## config.mk

```make
export PLATFORM = sky130hd
export DESIGN_NAME = scoreboard_flat
export DESIGN_NICKNAME = d
export VERILOG_FILES = /design/src/rtl/scoreboard_pkg.sv /design/src/rtl/scoreboard_if.sv /design/src/rtl/scoreboard_warp_table.sv /design/src/rtl/scoreboard.sv /design/src/flat_wrapper.sv
export SDC_FILE = /design/constraint.sdc
export NUM_CORES = 1
export LEC_CHECK = 0
export ABC_AREA = 1
export CAP_MARGIN = 20
export CORE_MARGIN = 2
export CORE_UTILIZATION = 60
export DETAILED_ROUTE_END_ITERATION = 10
export PLACE_DENSITY = 0.88
export SYNTH_ARGS = -nofsm -noshare
export SYNTH_HDL_FRONTEND = slang
export SYNTH_SLANG_ARGS = --single-unit
```

## constraint.sdc

```tcl
create_clock -name clk -period 5.8 [get_ports clk]
set_input_delay 1.16 -clock clk [delete_from_list [all_inputs] [get_ports clk]]
set_output_delay 1.16 -clock clk [all_outputs]
set_load 0.1 [all_outputs]
```

## src/rtl/scoreboard_pkg.sv

```systemverilog
// Shared GPGPU parameters and the scoreboard entry record.
package GPGPUParam;

    localparam int NUM_WARP_LOG    = 2;
    localparam int NUM_WARP        = 1 << NUM_WARP_LOG;
    localparam int SIZE_REGFILE    = 6;
    localparam int SIZE_REGFILE_BR = 5;
    localparam int SB_ENTRIES      = 4;
    localparam int SB_ENTRIES_LOG  = $clog2(SB_ENTRIES);

    typedef logic [SIZE_REGFILE-1:0]    reg_t;
    typedef logic [SIZE_REGFILE_BR-1:0] reg_br_t;

    // One pending-write slot: a valid flag plus the truncated destination register.
    typedef struct packed {
        logic    valid;
        reg_br_t regn;
    } sb_entry_t;

    // Register 0 is decided on the full register value, never on the truncated one.
    function automatic logic reg_nonzero(input reg_t r);
        return r != '0;
    endfunction

    // All scoreboard matching is done on the low SIZE_REGFILE_BR bits.
    function automatic reg_br_t reg_br(input reg_t r);
        return r[SIZE_REGFILE_BR-1:0];
    endfunction

endpackage

```

## src/rtl/scoreboard_if.sv

```systemverilog
// Issue/writeback/status bundle between the issue stage and the scoreboard.
//
// Handshake: an instruction is accepted on a rising edge exactly when
// issueValid_i && issueReady_o are both high in that cycle. issueReady_o is a
// pure function of the current issue fields, the table state and stall_i; it
// never depends on issueValid_i, so the issuer may hold or change its request
// freely while not ready. Writebacks have no ready: a writeback is consumed at
// every edge where its valid is high and stall_i is low.
interface scoreboard_if #(
    parameter int SB_ENTRIES = GPGPUParam::SB_ENTRIES
) ();
    import GPGPUParam::*;

    localparam int CNT_W = $clog2(SB_ENTRIES) + 1;

    logic                    stall_i;
    logic                    issueValid_i;
    logic [NUM_WARP_LOG-1:0] issueWarp_i;
    logic                    issueSRValid_i;
    logic [SIZE_REGFILE-1:0] issueSrc1_i;
    logic [SIZE_REGFILE-1:0] issueSrc2_i;
    logic [SIZE_REGFILE-1:0] issueSrc3_i;
    logic                    issueDestValid_i;
    logic [SIZE_REGFILE-1:0] issueDestReg_i;
    logic                    intuWbValid_i;
    logic [NUM_WARP_LOG-1:0] intuWbWarp_i;
    logic [SIZE_REGFILE-1:0] intuWbReg_i;
    logic                    loadWbValid_i;
    logic [NUM_WARP_LOG-1:0] loadWbWarp_i;
    logic [SIZE_REGFILE-1:0] loadWbReg_i;
    logic                    issueReady_o;
    logic                    hazard_o;
    logic                    full_o;
    logic [CNT_W-1:0]        pendingCount_o;
    logic                    spuriousWb_o;

    modport master (
        output stall_i, issueValid_i, issueWarp_i, issueSRValid_i,
               issueSrc1_i, issueSrc2_i, issueSrc3_i,
               issueDestValid_i, issueDestReg_i,
               intuWbValid_i, intuWbWarp_i, intuWbReg_i,
               loadWbValid_i, loadWbWarp_i, loadWbReg_i,
        input  issueReady_o, hazard_o, full_o, pendingCount_o, spuriousWb_o
    );

    modport slave (
        input  stall_i, issueValid_i, issueWarp_i, issueSRValid_i,
               issueSrc1_i, issueSrc2_i, issueSrc3_i,
               issueDestValid_i, issueDestReg_i,
               intuWbValid_i, intuWbWarp_i, intuWbReg_i,
               loadWbValid_i, loadWbWarp_i, loadWbReg_i,
        output issueReady_o, hazard_o, full_o, pendingCount_o, spuriousWb_o
    );

endinterface

```

## src/rtl/scoreboard_warp_table.sv

```systemverilog
// One warp's pending-write table: hazard match, lowest-free allocation and
// dual-port release. All decisions look at pre-edge state only.
module sb_warp_table
    import GPGPUParam::*;
#(
    parameter int SB_ENTRIES = GPGPUParam::SB_ENTRIES,
    parameter int CNT_W      = $clog2(SB_ENTRIES) + 1
) (
    input  logic                                  clk,
    input  logic                                  reset,
    // query: src1, src2, src3, dest; enable already folds in reg0 and SR rules
    input  logic [3:0]                            q_en_i,
    input  logic [3:0][SIZE_REGFILE_BR-1:0]       q_reg_i,
    input  logic                                  alloc_en_i,
    input  reg_br_t                               alloc_reg_i,
    input  logic                                  intu_rel_en_i,
    input  reg_br_t                               intu_reg_i,
    input  logic                                  load_rel_en_i,
    input  reg_br_t                               load_reg_i,
    output logic                                  hazard_o,
    output logic                                  all_valid_o,
    output logic [CNT_W-1:0]                      count_o,
    output logic                                  intu_hit_o,
    output logic                                  load_hit_o
);

    sb_entry_t              entries_q [SB_ENTRIES];
    sb_entry_t              entries_d [SB_ENTRIES];
    logic [SB_ENTRIES-1:0]  alloc_sel;
    logic [SB_ENTRIES-1:0]  intu_match;
    logic [SB_ENTRIES-1:0]  load_match;
    logic                   free_found;

    // Match, occupancy and lowest-free selection from current entries.
    always_comb begin
        hazard_o    = 1'b0;
        all_valid_o = 1'b1;
        count_o     = '0;
        intu_hit_o  = 1'b0;
        load_hit_o  = 1'b0;
        alloc_sel   = '0;
        intu_match  = '0;
        load_match  = '0;
        free_found  = 1'b0;
        for (int i = 0; i < SB_ENTRIES; i++) begin
            if (entries_q[i].valid) begin
                for (int q = 0; q < 4; q++) begin
                    if (q_en_i[q] && (entries_q[i].regn == q_reg_i[q])) begin
                        hazard_o = 1'b1;
                    end
                end
                intu_match[i] = (entries_q[i].regn == intu_reg_i);
                load_match[i] = (entries_q[i].regn == load_reg_i);
                count_o       = count_o + CNT_W'(1);
            end else begin
                all_valid_o = 1'b0;
                if (!free_found) begin
                    alloc_sel[i] = 1'b1;
                    free_found   = 1'b1;
                end
            end
        end
        intu_hit_o = |intu_match;
        load_hit_o = |load_match;
    end

    // Next state: both releases may clear the same slot; allocation only
    // lands on a slot that was free before the edge, so it never collides.
    always_comb begin
        for (int i = 0; i < SB_ENTRIES; i++) begin
            entries_d[i] = entries_q[i];
            if (intu_rel_en_i && intu_match[i]) begin
                entries_d[i].valid = 1'b0;
            end
            if (load_rel_en_i && load_match[i]) begin
                entries_d[i].valid = 1'b0;
            end
            if (alloc_en_i && alloc_sel[i]) begin
                entries_d[i].valid = 1'b1;
                entries_d[i].regn  = alloc_reg_i;
            end
        end
    end

    // Entry register with synchronous clear.
    always_ff @(posedge clk) begin
        for (int i = 0; i < SB_ENTRIES; i++) begin
            if (reset) begin
                entries_q[i] <= '0;
            end else begin
                entries_q[i] <= entries_d[i];
            end
        end
    end

endmodule

```

## src/rtl/scoreboard.sv

```systemverilog
// Per-warp register scoreboard: blocks issue on RAW/WAW hazards or a full
// table, tracks pending writes and retires them on INTU/load writeback.
module scoreboard
    import GPGPUParam::*;
#(
    parameter int SB_ENTRIES = GPGPUParam::SB_ENTRIES
) (
    input  logic         clk,
    input  logic         reset,
    scoreboard_if.slave  sb
);

    localparam int CNT_W = $clog2(SB_ENTRIES) + 1;

    logic [3:0]                      q_en;
    logic [3:0][SIZE_REGFILE_BR-1:0] q_reg;
    logic [NUM_WARP-1:0]             haz_vec;
    logic [NUM_WARP-1:0]             allv_vec;
    logic [NUM_WARP-1:0]             intu_hit_vec;
    logic [NUM_WARP-1:0]             load_hit_vec;
    logic [NUM_WARP-1:0]             alloc_en_vec;
    logic [NUM_WARP-1:0]             intu_rel_vec;
    logic [NUM_WARP-1:0]             load_rel_vec;
    logic [CNT_W-1:0]                cnt_vec [NUM_WARP];
    logic                            dest_live;
    logic                            hazard;
    logic                            full;
    logic                            ready;
    logic                            alloc_fire;
    logic                            intu_fire;
    logic                            load_fire;
    logic                            spurious_d;
    logic                            spurious_q;

    // Operands that can create a hazard; register 0 and SR sources never do.
    always_comb begin
        dest_live = sb.issueDestValid_i && reg_nonzero(sb.issueDestReg_i);
        q_en[0]   = !sb.issueSRValid_i && reg_nonzero(sb.issueSrc1_i);
        q_en[1]   = reg_nonzero(sb.issueSrc2_i);
        q_en[2]   = reg_nonzero(sb.issueSrc3_i);
        q_en[3]   = dest_live;
        q_reg[0]  = reg_br(sb.issueSrc1_i);
        q_reg[1]  = reg_br(sb.issueSrc2_i);
        q_reg[2]  = reg_br(sb.issueSrc3_i);
        q_reg[3]  = reg_br(sb.issueDestReg_i);
    end

    // Every warp sees the same query; only the addressed warp's result is used.
    for (genvar w = 0; w < NUM_WARP; w++) begin : g_warp
        sb_warp_table #(
            .SB_ENTRIES (SB_ENTRIES),
            .CNT_W      (CNT_W)
        ) u_table (
            .clk           (clk),
            .reset         (reset),
            .q_en_i        (q_en),
            .q_reg_i       (q_reg),
            .alloc_en_i    (alloc_en_vec[w]),
            .alloc_reg_i   (reg_br(sb.issueDestReg_i)),
            .intu_rel_en_i (intu_rel_vec[w]),
            .intu_reg_i    (reg_br(sb.intuWbReg_i)),
            .load_rel_en_i (load_rel_vec[w]),
            .load_reg_i    (reg_br(sb.loadWbReg_i)),
            .hazard_o      (haz_vec[w]),
            .all_valid_o   (allv_vec[w]),
            .count_o       (cnt_vec[w]),
            .intu_hit_o    (intu_hit_vec[w]),
            .load_hit_o    (load_hit_vec[w])
        );
    end

    // Issue acceptance, per-warp allocate/release steering, spurious detect.
    always_comb begin
        hazard     = haz_vec[sb.issueWarp_i];
        full       = allv_vec[sb.issueWarp_i] && dest_live;
        ready      = !hazard && !full && !sb.stall_i;
        alloc_fire = sb.issueValid_i && ready && dest_live;
        intu_fire  = sb.intuWbValid_i && !sb.stall_i && reg_nonzero(sb.intuWbReg_i);
        load_fire  = sb.loadWbValid_i && !sb.stall_i && reg_nonzero(sb.loadWbReg_i);
        for (int w = 0; w < NUM_WARP; w++) begin
            alloc_en_vec[w] = alloc_fire && (sb.issueWarp_i == NUM_WARP_LOG'(w));
            intu_rel_vec[w] = intu_fire && (sb.intuWbWarp_i == NUM_WARP_LOG'(w));
            load_rel_vec[w] = load_fire && (sb.loadWbWarp_i == NUM_WARP_LOG'(w));
        end
        spurious_d = (intu_fire && !intu_hit_vec[sb.intuWbWarp_i])
                  || (load_fire && !load_hit_vec[sb.loadWbWarp_i]);
    end

    // One-cycle registered pulse for a writeback that found nothing to retire.
    always_ff @(posedge clk) begin
        if (reset) begin
            spurious_q <= 1'b0;
        end else begin
            spurious_q <= spurious_d;
        end
    end

    // Drive the status outputs.
    always_comb begin
        sb.hazard_o       = hazard;
        sb.full_o         = full;
        sb.issueReady_o   = ready;
        sb.pendingCount_o = cnt_vec[sb.issueWarp_i];
        sb.spuriousWb_o   = spurious_q;
    end

endmodule
```

## src/flat_wrapper.sv

```systemverilog
// flat-port wrapper written by rule: the top's interface ports become plain ports
module scoreboard_flat import GPGPUParam::*;
#(
    parameter int SB_ENTRIES = GPGPUParam::SB_ENTRIES
)
  (clk, reset, sb_stall_i, sb_issueValid_i, sb_issueWarp_i, sb_issueSRValid_i, sb_issueSrc1_i, sb_issueSrc2_i, sb_issueSrc3_i, sb_issueDestValid_i, sb_issueDestReg_i, sb_intuWbValid_i, sb_intuWbWarp_i, sb_intuWbReg_i, sb_loadWbValid_i, sb_loadWbWarp_i, sb_loadWbReg_i, sb_issueReady_o, sb_hazard_o, sb_full_o, sb_pendingCount_o, sb_spuriousWb_o);
  scoreboard_if #(.SB_ENTRIES(SB_ENTRIES)) sb_i ();
  input  logic clk;
  input  logic reset;
  input wire logic [$bits(sb_i.stall_i)-1:0] sb_stall_i;
  input wire logic [$bits(sb_i.issueValid_i)-1:0] sb_issueValid_i;
  input wire logic [$bits(sb_i.issueWarp_i)-1:0] sb_issueWarp_i;
  input wire logic [$bits(sb_i.issueSRValid_i)-1:0] sb_issueSRValid_i;
  input wire logic [$bits(sb_i.issueSrc1_i)-1:0] sb_issueSrc1_i;
  input wire logic [$bits(sb_i.issueSrc2_i)-1:0] sb_issueSrc2_i;
  input wire logic [$bits(sb_i.issueSrc3_i)-1:0] sb_issueSrc3_i;
  input wire logic [$bits(sb_i.issueDestValid_i)-1:0] sb_issueDestValid_i;
  input wire logic [$bits(sb_i.issueDestReg_i)-1:0] sb_issueDestReg_i;
  input wire logic [$bits(sb_i.intuWbValid_i)-1:0] sb_intuWbValid_i;
  input wire logic [$bits(sb_i.intuWbWarp_i)-1:0] sb_intuWbWarp_i;
  input wire logic [$bits(sb_i.intuWbReg_i)-1:0] sb_intuWbReg_i;
  input wire logic [$bits(sb_i.loadWbValid_i)-1:0] sb_loadWbValid_i;
  input wire logic [$bits(sb_i.loadWbWarp_i)-1:0] sb_loadWbWarp_i;
  input wire logic [$bits(sb_i.loadWbReg_i)-1:0] sb_loadWbReg_i;
  output wire logic [$bits(sb_i.issueReady_o)-1:0] sb_issueReady_o;
  output wire logic [$bits(sb_i.hazard_o)-1:0] sb_hazard_o;
  output wire logic [$bits(sb_i.full_o)-1:0] sb_full_o;
  output wire logic [$bits(sb_i.pendingCount_o)-1:0] sb_pendingCount_o;
  output wire logic [$bits(sb_i.spuriousWb_o)-1:0] sb_spuriousWb_o;
  assign sb_i.stall_i = sb_stall_i;
  assign sb_i.issueValid_i = sb_issueValid_i;
  assign sb_i.issueWarp_i = sb_issueWarp_i;
  assign sb_i.issueSRValid_i = sb_issueSRValid_i;
  assign sb_i.issueSrc1_i = sb_issueSrc1_i;
  assign sb_i.issueSrc2_i = sb_issueSrc2_i;
  assign sb_i.issueSrc3_i = sb_issueSrc3_i;
  assign sb_i.issueDestValid_i = sb_issueDestValid_i;
  assign sb_i.issueDestReg_i = sb_issueDestReg_i;
  assign sb_i.intuWbValid_i = sb_intuWbValid_i;
  assign sb_i.intuWbWarp_i = sb_intuWbWarp_i;
  assign sb_i.intuWbReg_i = sb_intuWbReg_i;
  assign sb_i.loadWbValid_i = sb_loadWbValid_i;
  assign sb_i.loadWbWarp_i = sb_loadWbWarp_i;
  assign sb_i.loadWbReg_i = sb_loadWbReg_i;
  assign sb_issueReady_o = sb_i.issueReady_o;
  assign sb_hazard_o = sb_i.hazard_o;
  assign sb_full_o = sb_i.full_o;
  assign sb_pendingCount_o = sb_i.pendingCount_o;
  assign sb_spuriousWb_o = sb_i.spuriousWb_o;
  scoreboard #(.SB_ENTRIES(SB_ENTRIES)) u_core (.clk(clk), .reset(reset), .sb(sb_i));
endmodule
```

# Yosys cells after proc, flatten, opt, wreduce, memory -nomap -nowiden
# Memory sizes are Yosys's and may differ from the RTL's.
# Cells that the tools add are included.
[totals]
reg_bits = 1
ramBits = 96
inputBits = 50
out_inout_bits = 7
word_cells = 558
memories = 4
[memory_table]
columns = ["name", "words", "word_bits", "read_ports", "rd_ports_with_merged_regs", "write_ports", "line_no", "rtl"]
rows = [
  ["u_core.g_warp[0].u_table.entries_q", 4, 6, 4, 0, 4, "scoreboard_warp_table.sv:27", "sb_entry_t entries_q [SB_ENTRIES];"],
  ["u_core.g_warp[1].u_table.entries_q", 4, 6, 4, 0, 4, "scoreboard_warp_table.sv:27", ""],
  ["u_core.g_warp[2].u_table.entries_q", 4, 6, 4, 0, 4, "scoreboard_warp_table.sv:27", ""],
  ["u_core.g_warp[3].u_table.entries_q", 4, 6, 4, 0, 4, "scoreboard_warp_table.sv:27", ""],
]
[op_classes]
n_addsub = 12
order_cmp = 4
n_eq_ne = 105
n_mux = 254
n_bitwise = 17
reduce_logical = 161
[op_table]
columns = ["operator", "n"]
rows = [
  ["== test 5 bit", 96],
  ["two-way mux 1 bit", 203],
  ["two-way mux 6 bit", 32],
  ["logical AND 1 bit", 137],
  ["two-way mux 3 bit", 14],
  ["adder 3 x 1 -> 3 bit, second input constant", 12],
  ["nonzero test 6 bit", 6],
  ["OR reduction 4 bit", 8],
  ["OR 1 bit", 16],
  ["== test 2 bit, second input constant", 6],
  ["less-than comparator 2 x 3 -> 1 bit, second input constant", 3],
  ["binary-select mux 1 bit (select 2 bit)", 4],
  ["binary-select mux 3 bit (select 2 bit)", 1],
  ["== test 2 x 1 -> 1 bit, second input constant", 3],
  ["zero test 1 bit", 6],
  ["zero test 2 bit", 3],
  [">= comparator 3 bit, second input constant", 1],
  ["inverter 2 -> 3 bit", 1],
  ["logical OR 1 bit", 1],
]

# Logic depth before layout (Yosys ltp)
[depth]
word_depth = 34
mapped_depth = 21

# Cells and area by module
# A second synthesis with hierarchy kept.
[unflattened]
hier_cells = 2381
hier_area_um2 = 12296.8
[by_module_without_submodules]
columns = ["mod", "n_inst", "cells_per_inst", "area_per_inst_um2", "seq_area_each_um2"]
rows = [
  ["sb_warp_table (u_core.g_warp[1].u_table ...)", 3, 568, 2942.8, 480.5],
  ["sb_warp_table (u_core.g_warp[0].u_table)", 1, 563, 2926.6, 480.5],
  ["scoreboard", 1, 114, 541.8, 20.0],
]

# Worst setup path after synthesis
# No wires, ideal clock.
[synth_timing]
path_kind = "input port to output port"
from = "in sb_issueDestReg_i[1]"
to = "out sb_issueReady_o"
t_arrival_ns = 4.000
required_ns = 4.640
path_slack_ns = 0.640
cell_stages = 11
path_buffers = 2
cell_sequence = "buf_2 -> nor2_1 -> nand3_1 -> nand2_1 -> inv_2 -> buf_4 -> nand3_1 -> a221oi_2 -> nor2_4 -> nand3_1 -> inv_1"
[synth_rtl]
columns = ["element", "line_no", "rtl"]
rows = [
  ["start: declaration", "flat_wrapper.sv:18", "input wire logic [$bits(sb_i.issueDestReg_i)-1:0] sb_issueDestReg_i;"],
  ["nonzero test 6 bit", "scoreboard_pkg.sv:22", "return r != '0;"],
  ["logical AND 1 bit", "scoreboard.sv:37", "dest_live = sb.issueDestValid_i && reg_nonzero(sb.issueDestReg_i);"],
  ["logical AND 1 bit", "scoreboard.sv:75", "full = allv_vec[sb.issueWarp_i] && dest_live;"],
  ["net sb_full_o", "flat_wrapper.sv:27", "output wire logic [$bits(sb_i.full_o)-1:0] sb_full_o;"],
  ["zero test 1 bit", "scoreboard.sv:76", "ready = !hazard && !full && !sb.stall_i;"],
  ["logical AND 1 bit (2 in a row)", "scoreboard.sv:76", ""],
  ["end: declaration", "flat_wrapper.sv:25", "output wire logic [$bits(sb_i.issueReady_o)-1:0] sb_issueReady_o;"],
]
# The timed path passes the listed nets, and every way through them passes these cells. The select of a mux whose other input is x is not followed.

# Final worst setup path
[layout_timing]
from = "in sb_issueDestReg_i[2]"
to = "out sb_hazard_o"
[layout_via]
elab_chain_cells = 22
[layout_lines]
columns = ["element", "line_no", "rtl"]
rows = [
  ["nonzero test 6 bit", "scoreboard_pkg.sv:22", ""],
  ["logical AND 1 bit", "scoreboard.sv:37", ""],
  ["logical AND 1 bit", "scoreboard_warp_table.sv:48", "if (q_en_i[q] && (entries_q[i].regn == q_reg_i[q])) begin"],
  ["two-way mux 1 bit", "scoreboard_warp_table.sv:48", ""],
  ["two-way mux 1 bit", "scoreboard_warp_table.sv:46", "if (entries_q[i].valid) begin"],
  ["two-way mux 1 bit (4 in a row)", "scoreboard_warp_table.sv:48", ""],
  ["two-way mux 1 bit", "scoreboard_warp_table.sv:46", ""],
  ["two-way mux 1 bit (4 in a row)", "scoreboard_warp_table.sv:48", ""],
  ["two-way mux 1 bit", "scoreboard_warp_table.sv:46", ""],
  ["two-way mux 1 bit (4 in a row)", "scoreboard_warp_table.sv:48", ""],
  ["two-way mux 1 bit", "scoreboard_warp_table.sv:46", ""],
  ["binary-select mux 1 bit (select 2 bit) (*)", "scoreboard.sv:74", "hazard = haz_vec[sb.issueWarp_i];"],
  ["two-way mux 1 bit (implied by the code) (*)", "scoreboard.sv:74", ""],
  ["end: declaration", "flat_wrapper.sv:26", "output wire logic [$bits(sb_i.hazard_o)-1:0] sb_hazard_o;"],
]
# Every way passes the cells marked *; elsewhere a longest branch is shown, timed or not. The select of a mux whose other input is x is not followed.

==> flow_metrics.env <==
export IMPL_status="completed"
export IMPL_slowest_stage="clkdlybuf4s50_1"
export IMPL_clk_pin_slew_ps=70
export IMPL_synth_cell_types=39
export IMPL_hold_viol_final=0
export IMPL_final_nets=2054
export IMPL_vdd_drop_max_mv=0.130
export IMPL_area_growth_pct=5.75
export IMPL_worst_pin_slew_ps=1110
export IMPL_cts_root_buf="clkbuf_16"
export IMPL_required_ps=4640
export IMPL_path_cells="clkdlybuf4s50_1 > inv_1 > buf_4 > nand2_1 > nand4_1 > nor2_1 > nand3_1 > nand3_1 > nand2_1 > nand2_1 > o21ai_1 > nand2_2 > nor2_8 > inv_1 > buf_12"
export IMPL_cts_num_sinks=97
export IMPL_synth_main_ff_cell="dfxtp_1"
export IMPL_hold_buffers=0
export IMPL_r2r_end="u_core.g_warp[0].u_table.entries_q[3][3]"
export IMPL_endpoint_kind="primary output"
export IMPL_route_detailed_drc=0
export IMPL_synth_edf_count=0
export IMPL_wl_per_cell_um=23.5
export IMPL_die_y_um=147
export IMPL_syn_inst=2049
export IMPL_num_rows=52
export IMPL_mappedNetlistNets=2119
export IMPL_hold_start="u_core.g_warp[0].u_table.entries_q[3][0]"
export IMPL_grt_pass1_wl_um=78500
export IMPL_cap_violations=0
export IMPL_rsz0062_at_grt="false"
export IMPL_async_reset_ff_share_pct=0
export IMPL_insertedDiodeCount=0
export IMPL_die_width_um=147
export IMPL_finalWorstPathRequiredPeriod_ps=5180
export IMPL_routed_via_density=6.45
export IMPL_ys_warnings_count=0
export IMPL_gp_congestion=1.05
export IMPL_syn_mean_instance_area_um2=6.02
export IMPL_min_period_over_period_pct=89.3
export IMPL_cp_common_cell="nand2_1"
export IMPL_place_hpwl_um=35700
export IMPL_hold_depth=2
export IMPL_regToRegSetupSlack_ps=2870
export IMPL_grt_pass1_vias=13000
export IMPL_clockBufferDepth=2
export IMPL_fmax_mhz=193
export IMPL_reg2reg_depth=18
export IMPL_cellPowerDensity_nw_per_um2=148
export IMPL_reg2reg_from="u_core.g_warp[0].u_table.entries_q[3][3]"
export IMPL_path_class="in -> out"
export IMPL_worstPathMaxFanout=25
export IMPL_p_leak_uw=0.00536
export IMPL_antenna_found_initial=0
export IMPL_hold_end="u_core.g_warp[0].u_table.entries_q[3][0]"
export IMPL_setup_viol=0
export IMPL_grt_ovfl_total=0
export IMPL_clk_latency_ps=370
export IMPL_grt_max_degree=81
export IMPL_cts_htree_levels=3
export IMPL_maxSlewViolCount=0
export IMPL_slowest_delay_ps=720
export IMPL_io_buffers=56
export IMPL_postCtsResizedCells=0
export IMPL_ys_ff_latch=97
export IMPL_finalSetupTns_ps=0
export IMPL_syn_area_um2=12300
export IMPL_post_cts_setup_buffers=0
export IMPL_tritoncts="yes"
export IMPL_power_total_uw=1930
export IMPL_grtUsageTotal_pct=47.5
export IMPL_drive_gt1_share_pct=6.54
export IMPL_numCtsBuffers=9
export IMPL_hold_class="reg -> reg"
export IMPL_dieArea_um2=21700
export IMPL_first_pass_iters=7
export IMPL_vias=14600
export IMPL_critical_path_arrival_ps=4020
export IMPL_routed_wl_um=53000
export IMPL_core_area_um2=20200
export IMPL_start_util_pct=61.0
export IMPL_drtIter0Drc=2091
export IMPL_io_pin_count=57
export IMPL_ys_seq_area_share_pct=15.7
export IMPL_finalClockSkew_ps=14.8
export IMPL_slew_headroom_pct=26.0
export IMPL_startpoint_type="primary input"
export IMPL_ant_nets=0
-- state kept, by name (all words and copies together), names as in the netlist --
register,count
u_core.sb.spuriousWb_o,1
u_core.g_warp.u_table.entries_q,96
-- worst max path at each step --
| stage | from | to | slack, ps | cells past startpoint |
|---|---|---|---|---|
| after floorplan | sb_issueDestReg_i[1] | sb_issueReady_o | 640 | 11 |
| after global routing | sb_issueDestReg_i[2] | sb_hazard_o | 600 | 15 |
| after global placement | sb_issueDestReg_i[2] | sb_hazard_o | 770 | 15 |
| final | sb_issueDestReg_i[2] | sb_hazard_o | 620 | 15 |
| after CTS | sb_issueDestReg_i[2] | sb_hazard_o | 720 | 15 |
| after detailed placement | sb_issueDestReg_i[2] | sb_hazard_o | 720 | 15 |
-- cells in the final DEF (no fill, tap or decap), types with 24 or more instances in the layout --
cell	count
nand2_1	485
nor2_1	394
xnor2_1	144
inv_1	125
xor2_1	121
nand4_1	115
nand3_1	102
dfxtp_1	97
buf_4	56
clkdlybuf4s50_1	50
a21oi_1	39
nor4_1	39
o22ai_1	34
o21ai_0	25
nor2_4	24
-- metal layers --
layer | global-route usage, % | routed length, um | up-vias
li1 | - | - | 6441
met5 | 0 | 0 | -
met3 | 12.5 | 7820 | 339
met2 | 71.5 | 22200 | 1285
met4 | 29.9 | 3900 | 0
met1 | 60.7 | 19100 | 6500
-- cells in the mapped netlist, types with 9 or more instances --
cell type / instances / area, um2
a21oi_1: 39 / 195
a221oi_1: 16 / 140
buf_1: 12 / 45.0
buf_2: 89 / 445
buf_4: 26 / 195
buf_6: 13 / 146
clkbuf_1: 49 / 184
dfxtp_1: 97 / 1940
ha_1: 20 / 250
inv_1: 125 / 469
nand2_1: 485 / 1820
nand3_1: 102 / 510
nand4_1: 115 / 719
nor2_1: 394 / 1480
nor2_4: 23 / 259
nor3_1: 15 / 75.1
nor4_1: 39 / 244
o2111ai_1: 18 / 158
o21ai_0: 25 / 125
o22ai_1: 34 / 213
or2_2: 9 / 56.3
xnor2_1: 144 / 1260
xor2_1: 121 / 1060
-- power breakdown --
group / switching (uW) / internal [uW]
Clock: 318 / 382
Sequential: 11.7 / 669
Combinational: 367 / 183
Total: 696 / 1230
-- stage by stage --
| step | utilization [%] | instances | instance area (um2) | hold slack [ps] | setup slack [ps] |
|---|---|---|---|---|---|
| final | 64.5 | 2259 | 13000 | 585 | 623 |
| after global routing | 64.5 | 2259 | 13000 | 604 | 599 |
| after CTS | 64.3 | 2257 | 13000 | 580 | 724 |
| after detailed placement | 62.7 | 2241 | 12700 | 566 | 719 |
| after global placement | 62.7 | 2241 | 12700 | 566 | 774 |
| after floorplan | - | 2049 | 12300 | 514 | 640 |
-- logic make-up (layout without fill, tap and decap cells) --
logic type                 Yosys count  count (layout)  share of synthesized area (%)
AOI/OAI and AO/OA                  150             150                           7.86
xor gates and xnor gates           265             265                           18.8
adders and majority gates           20              20                           2.03
buffers and inverters              323             263                           12.3
DFF                                 97              97                           15.7
and+or+nand+nor                   1194            1194                           43.2
-- final cells by class --
cell class,count,area (um2)
tap,270,338
sequential,97,1940
fill,1939,7190
timing repair buffer,113,1060
multi-input combinational,1629,8880
clock buffer,10,229
clock inverter,6,90.1
inverter,134,503
-- worst max-delay path: cells and delay by family --
family	cells	cell delay, ps
and+or+nand+nor	9	920
AOI/OAI and AO/OA	1	340
buffers and inverters	5	1590
Note: power is estimated with default switching activity, not from simulation.
==> variant 1, RTL diff (config.mk and constraints unchanged) <==
Change the package constant `SB_ENTRIES` from 4 to 2.
--- a/src/rtl/scoreboard_pkg.sv
+++ b/src/rtl/scoreboard_pkg.sv
@@ -6,5 +6,5 @@
     localparam int SIZE_REGFILE    = 6;
     localparam int SIZE_REGFILE_BR = 5;
-    localparam int SB_ENTRIES      = 4;
+    localparam int SB_ENTRIES      = 2;
     localparam int SB_ENTRIES_LOG  = $clog2(SB_ENTRIES);
 
Interface: changed (resized sb_pendingCount_o); port bits go from 57 to 56. No check against the original RTL was run, so the function may have changed too.
==> variant 1 against the original RTL <==
Sequential cell count is 48 lower; routed wire length fell by 57%; utilization rose by 0.24 points; global-route usage decreased by 6.8 points; synthesized cell count fell by 49%; final cell count down 48%; maximum frequency up 4.9%; register-to-register slack worse by 440 ps; synthesized area decreased by 49%; final area fell by 49%; total power is 55% lower; setup slack better by 240 ps; largest cell class unchanged; highest routed layer unchanged.
==> variant 1: results <==
[final_layout]
finalNetCount = 1097
fill_cells = 1028
drive_gt1_share_pct = 7.80
fin_cells = 1175

[grt]
grt_pass1_vias = 6600
grt_usage_pct = 40.7
grt_use_met3_pct = 5.84
grtUsageMet1_pct = 55.8
met2_usage_pct = 60.5
grt_pass1_wl_mm = 36.0

[sta]
worstMarginPinSlew_ps = 961
skew_ps = 4.51

[setup_path]
arrival_ps = 3770
r2r_start = u_core.g_warp[0].u_table.entries_q[1][3]
crit_fanout = 10
crit_path_max_incr_delay_ps = 800
cp-startpoint = sb_issueSrc2_i[3]

[cts]
clock_latency_ps = 310
clk_pin_slew_worst_paths_ps = 90
ctsHtreeMaxLevel = 2
cts_root_buf = clkbuf_8
cts_buffers = 5

[drt]
wl_met3_mm = 3.15
dr.first_iter.drc_count = 1063
drt_pass1_iterations = 6
routedWlPerCell_um = 19.6
vias = 7295
drt-met1-wl_mm = 8.67

[synthesis]
synth_area_leaders = nand2_1, dfxtp_1, nor2_1
ys_seq_area_share_pct = 15.5

[power]
max-vdd-ir-drop_v = 0.000198
p_leak_uw = 0.00281

[min_path]
worstHoldStart = u_core.g_warp[2].u_table.entries_q[1][5]

[place]
gp_congestion = 1.09
portBuffers = 55

[outcome]
status = finished clean
variant 1: cell types whose count changed in the layout (fill, tap and decap cells not counted), sizes merged, moves of 12 or more:
cell,delta
buf,-55
nor2,-258
inv,-43
dfxtp,-48
o21ai,-29
xnor2,-88
ha,-12
xor2,-82
nand2,-171
nor4,-38
nand4,-102
o2111ai,-12
variant 1: final timing paths:
| kind | depth (start not counted) | endpoint | slack, ps |
|---|---|---|---|
| worst max register to register | 17 | u_core.g_warp[1].u_table.entries_q[1][1] | 2430 |
| worst max-delay path | 15 | sb_issueReady_o | 870 |
| worst min register to register | 2 | u_core.g_warp[2].u_table.entries_q[1][5] | 580 |
| worst min-delay path | 2 | u_core.g_warp[2].u_table.entries_q[1][5] | 580 |
variant 1: power by group:
group,internal [uW],switching (uW)
clock,126,119
sequential,340,13.3
combinational,102,176
variant 1: cell type report:
type                       instances  share of cell area [%]
clock inverter                     2                   0.527
multi-input combinational        832                    67.3
timing repair buffer              58                    8.43
inverter                          93                    5.40
tap                              136                    2.56
sequential                        49                    14.7
clock buffer                       5                    1.03
variant 1: cell families (layout without fill, tap and decap cells):
group,Yosys count,count (layout),synth area share [%]
flops,49,49,15.5
compound gates,106,106,11.6
fa+ha+maj,8,8,1.58
xor+xnor,95,95,13.1
buf+inv,174,158,14.2
simple gates,623,623,44.0
variant 1: worst max-delay path, delay by kind of cell:
kind                   cells  cell delay, ps
AND/OR/NAND/NOR           12            1410
buffers and inverters      3            1210
variant 1: through the flow:
step,cell area [sq um],setup WS [ps],util [%]
2_1_floorplan,6360,815,-
3_3_place_gp,6550,967,63.7
3_5_place_dp,6550,926,63.7
4_1_cts,6650,923,64.7
5_1_grt,6650,749,64.7
6_report,6650,865,64.7
==> variant 2, RTL diff (config.mk and constraints unchanged) <==
Made on the original files. Reset style: asynchronous (`reset`), changed in one clocked block.
--- a/src/rtl/scoreboard.sv
+++ b/src/rtl/scoreboard.sv
@@ -88,5 +88,5 @@
 
     // One-cycle registered pulse for a writeback that found nothing to retire.
-    always_ff @(posedge clk) begin
+    always_ff @(posedge clk or posedge reset) begin
         if (reset) begin
             spurious_q <= 1'b0;
Formal check against the unedited RTL: differs if reset is asserted again (counterexample within 4 cycles, from zero or initial values and one cycle with reset high); with reset held inactive, the same outputs for 4 cycles.
==> variant 2 against the original RTL <==
Maximum frequency down 0.37%; routed wire length down 5.7%; largest cell class unchanged; total power down 2.1%; sequential cell count unchanged; final cell count down 0.58%; synthesized area up 0.42%; critical path depth down 4; setup slack worse by 19 ps; hold slack better by 0.93 ps; final area down 0.63%.
==> variant 2: results <==
[outcome]
status = finished clean

[synthesis]
yosys.area_share.adder_pct = 2.02
synth_area_leaders = dfxtp_1, nand2_1, nor2_1
synth_compound_area_share_pct = 8.50
synth_common_cells = nand2_1, nor2_1, xnor2_1
synthArstFlopShare_pct = 1.03
yosys.area_share.xor_xnor_pct = 18.5
yosysUniqueCellTypes = 44
syn_area_sq_um = 12400

[grt]
grt_usage_pct = 45.2
grt_pass1_wl_mm = 75.6
grt_pass1_vias = 12900

[final_layout]
fill_cells = 1918
finalNetCount = 2042
drive_gt1_share_pct = 6.28

[place]
place_inst = 2231
dp_slack_ps = 832

[sta]
slew_headroom_pct = 26.2
hold_slack_ps = 586

[drt]
vias_per_cell = 6.42
dr.first_iter.drc_count = 2133
vias = 14400
routedWlPerCell_um = 22.3

[power]
pg_clk_uw = 677
p_int_uw = 1220
p_comb_share_pct = 28.1

[min_path]
worstHoldStart = u_core.g_warp[3].u_table.entries_q[1][0]

[setup_path]
rr_endpoint = u_core.g_warp[2].u_table.entries_q[1][10]
arrival_ps = 4040
ff2ff_path_depth = 16
crit_fanout = 18
-- variant 2: cell types whose count changed after synthesis, moves of 7 or more --
cell and change:
xor2_1 -8, buf_2 -12, buf_4 +7, nor2_1 -22, inv_1 +8, o21ai_0 +14
-- variant 2: worst max path at each step --
stage,start,end,slack (ps),depth (start not counted)
finish,sb_issueDestReg_i[1],sb_issueReady_o,600,11
global route,sb_issueDestReg_i[1],sb_hazard_o,580,14
CTS,sb_issueSrc2_i[1],sb_hazard_o,810,15
detailed placement,sb_issueSrc2_i[1],sb_hazard_o,830,15
global placement,sb_issueSrc2_i[1],sb_hazard_o,850,15
floorplan,sb_issueDestReg_i[4],sb_issueReady_o,560,11
-- variant 2: metrics by stage --
stage	util, %	total power, uW	area (sq um)
after global placement	62.5	1200	12700
after CTS	64.1	1860	13000
final	64.1	1890	13000
after floorplan	-	1050	12400
after global routing	64.1	1940	13000
after detailed placement	62.5	1200	12700
-- variant 2: worst max-delay path, stage by stage --
cell and delay [ps]:
clkdlybuf4s50_1 640, nor2_1 480, nand3_1 130, nand2_1 110, inv_2 220, nand3_1 180, a221oi_2 80, nor2_2 460
nand3_2 220, inv_1 150, buf_12 180
-- variant 2: final cells by class --
| type | count | area share, % |
|---|---|---|
| clock buffer | 10 | 1.77 |
| clock inverter | 5 | 0.627 |
| inverter | 146 | 4.23 |
| multi-input combinational | 1615 | 68.2 |
| sequential | 97 | 15.0 |
| tap | 270 | 2.61 |
| timing repair buffer | 103 | 7.51 |
-- variant 2: per-layer routing --
| layer | vias to the layer above | track usage [%] | wire length, um |
|---|---|---|---|
| met3 | 306 | 13.1 | 8440 |
| met4 | 0 | 27.5 | 3650 |
| li1 | 6426 | - | - |
| met1 | 6394 | 60.2 | 18100 |
| met5 | - | 0 | 0 |
| met2 | 1285 | 64.1 | 19800 |
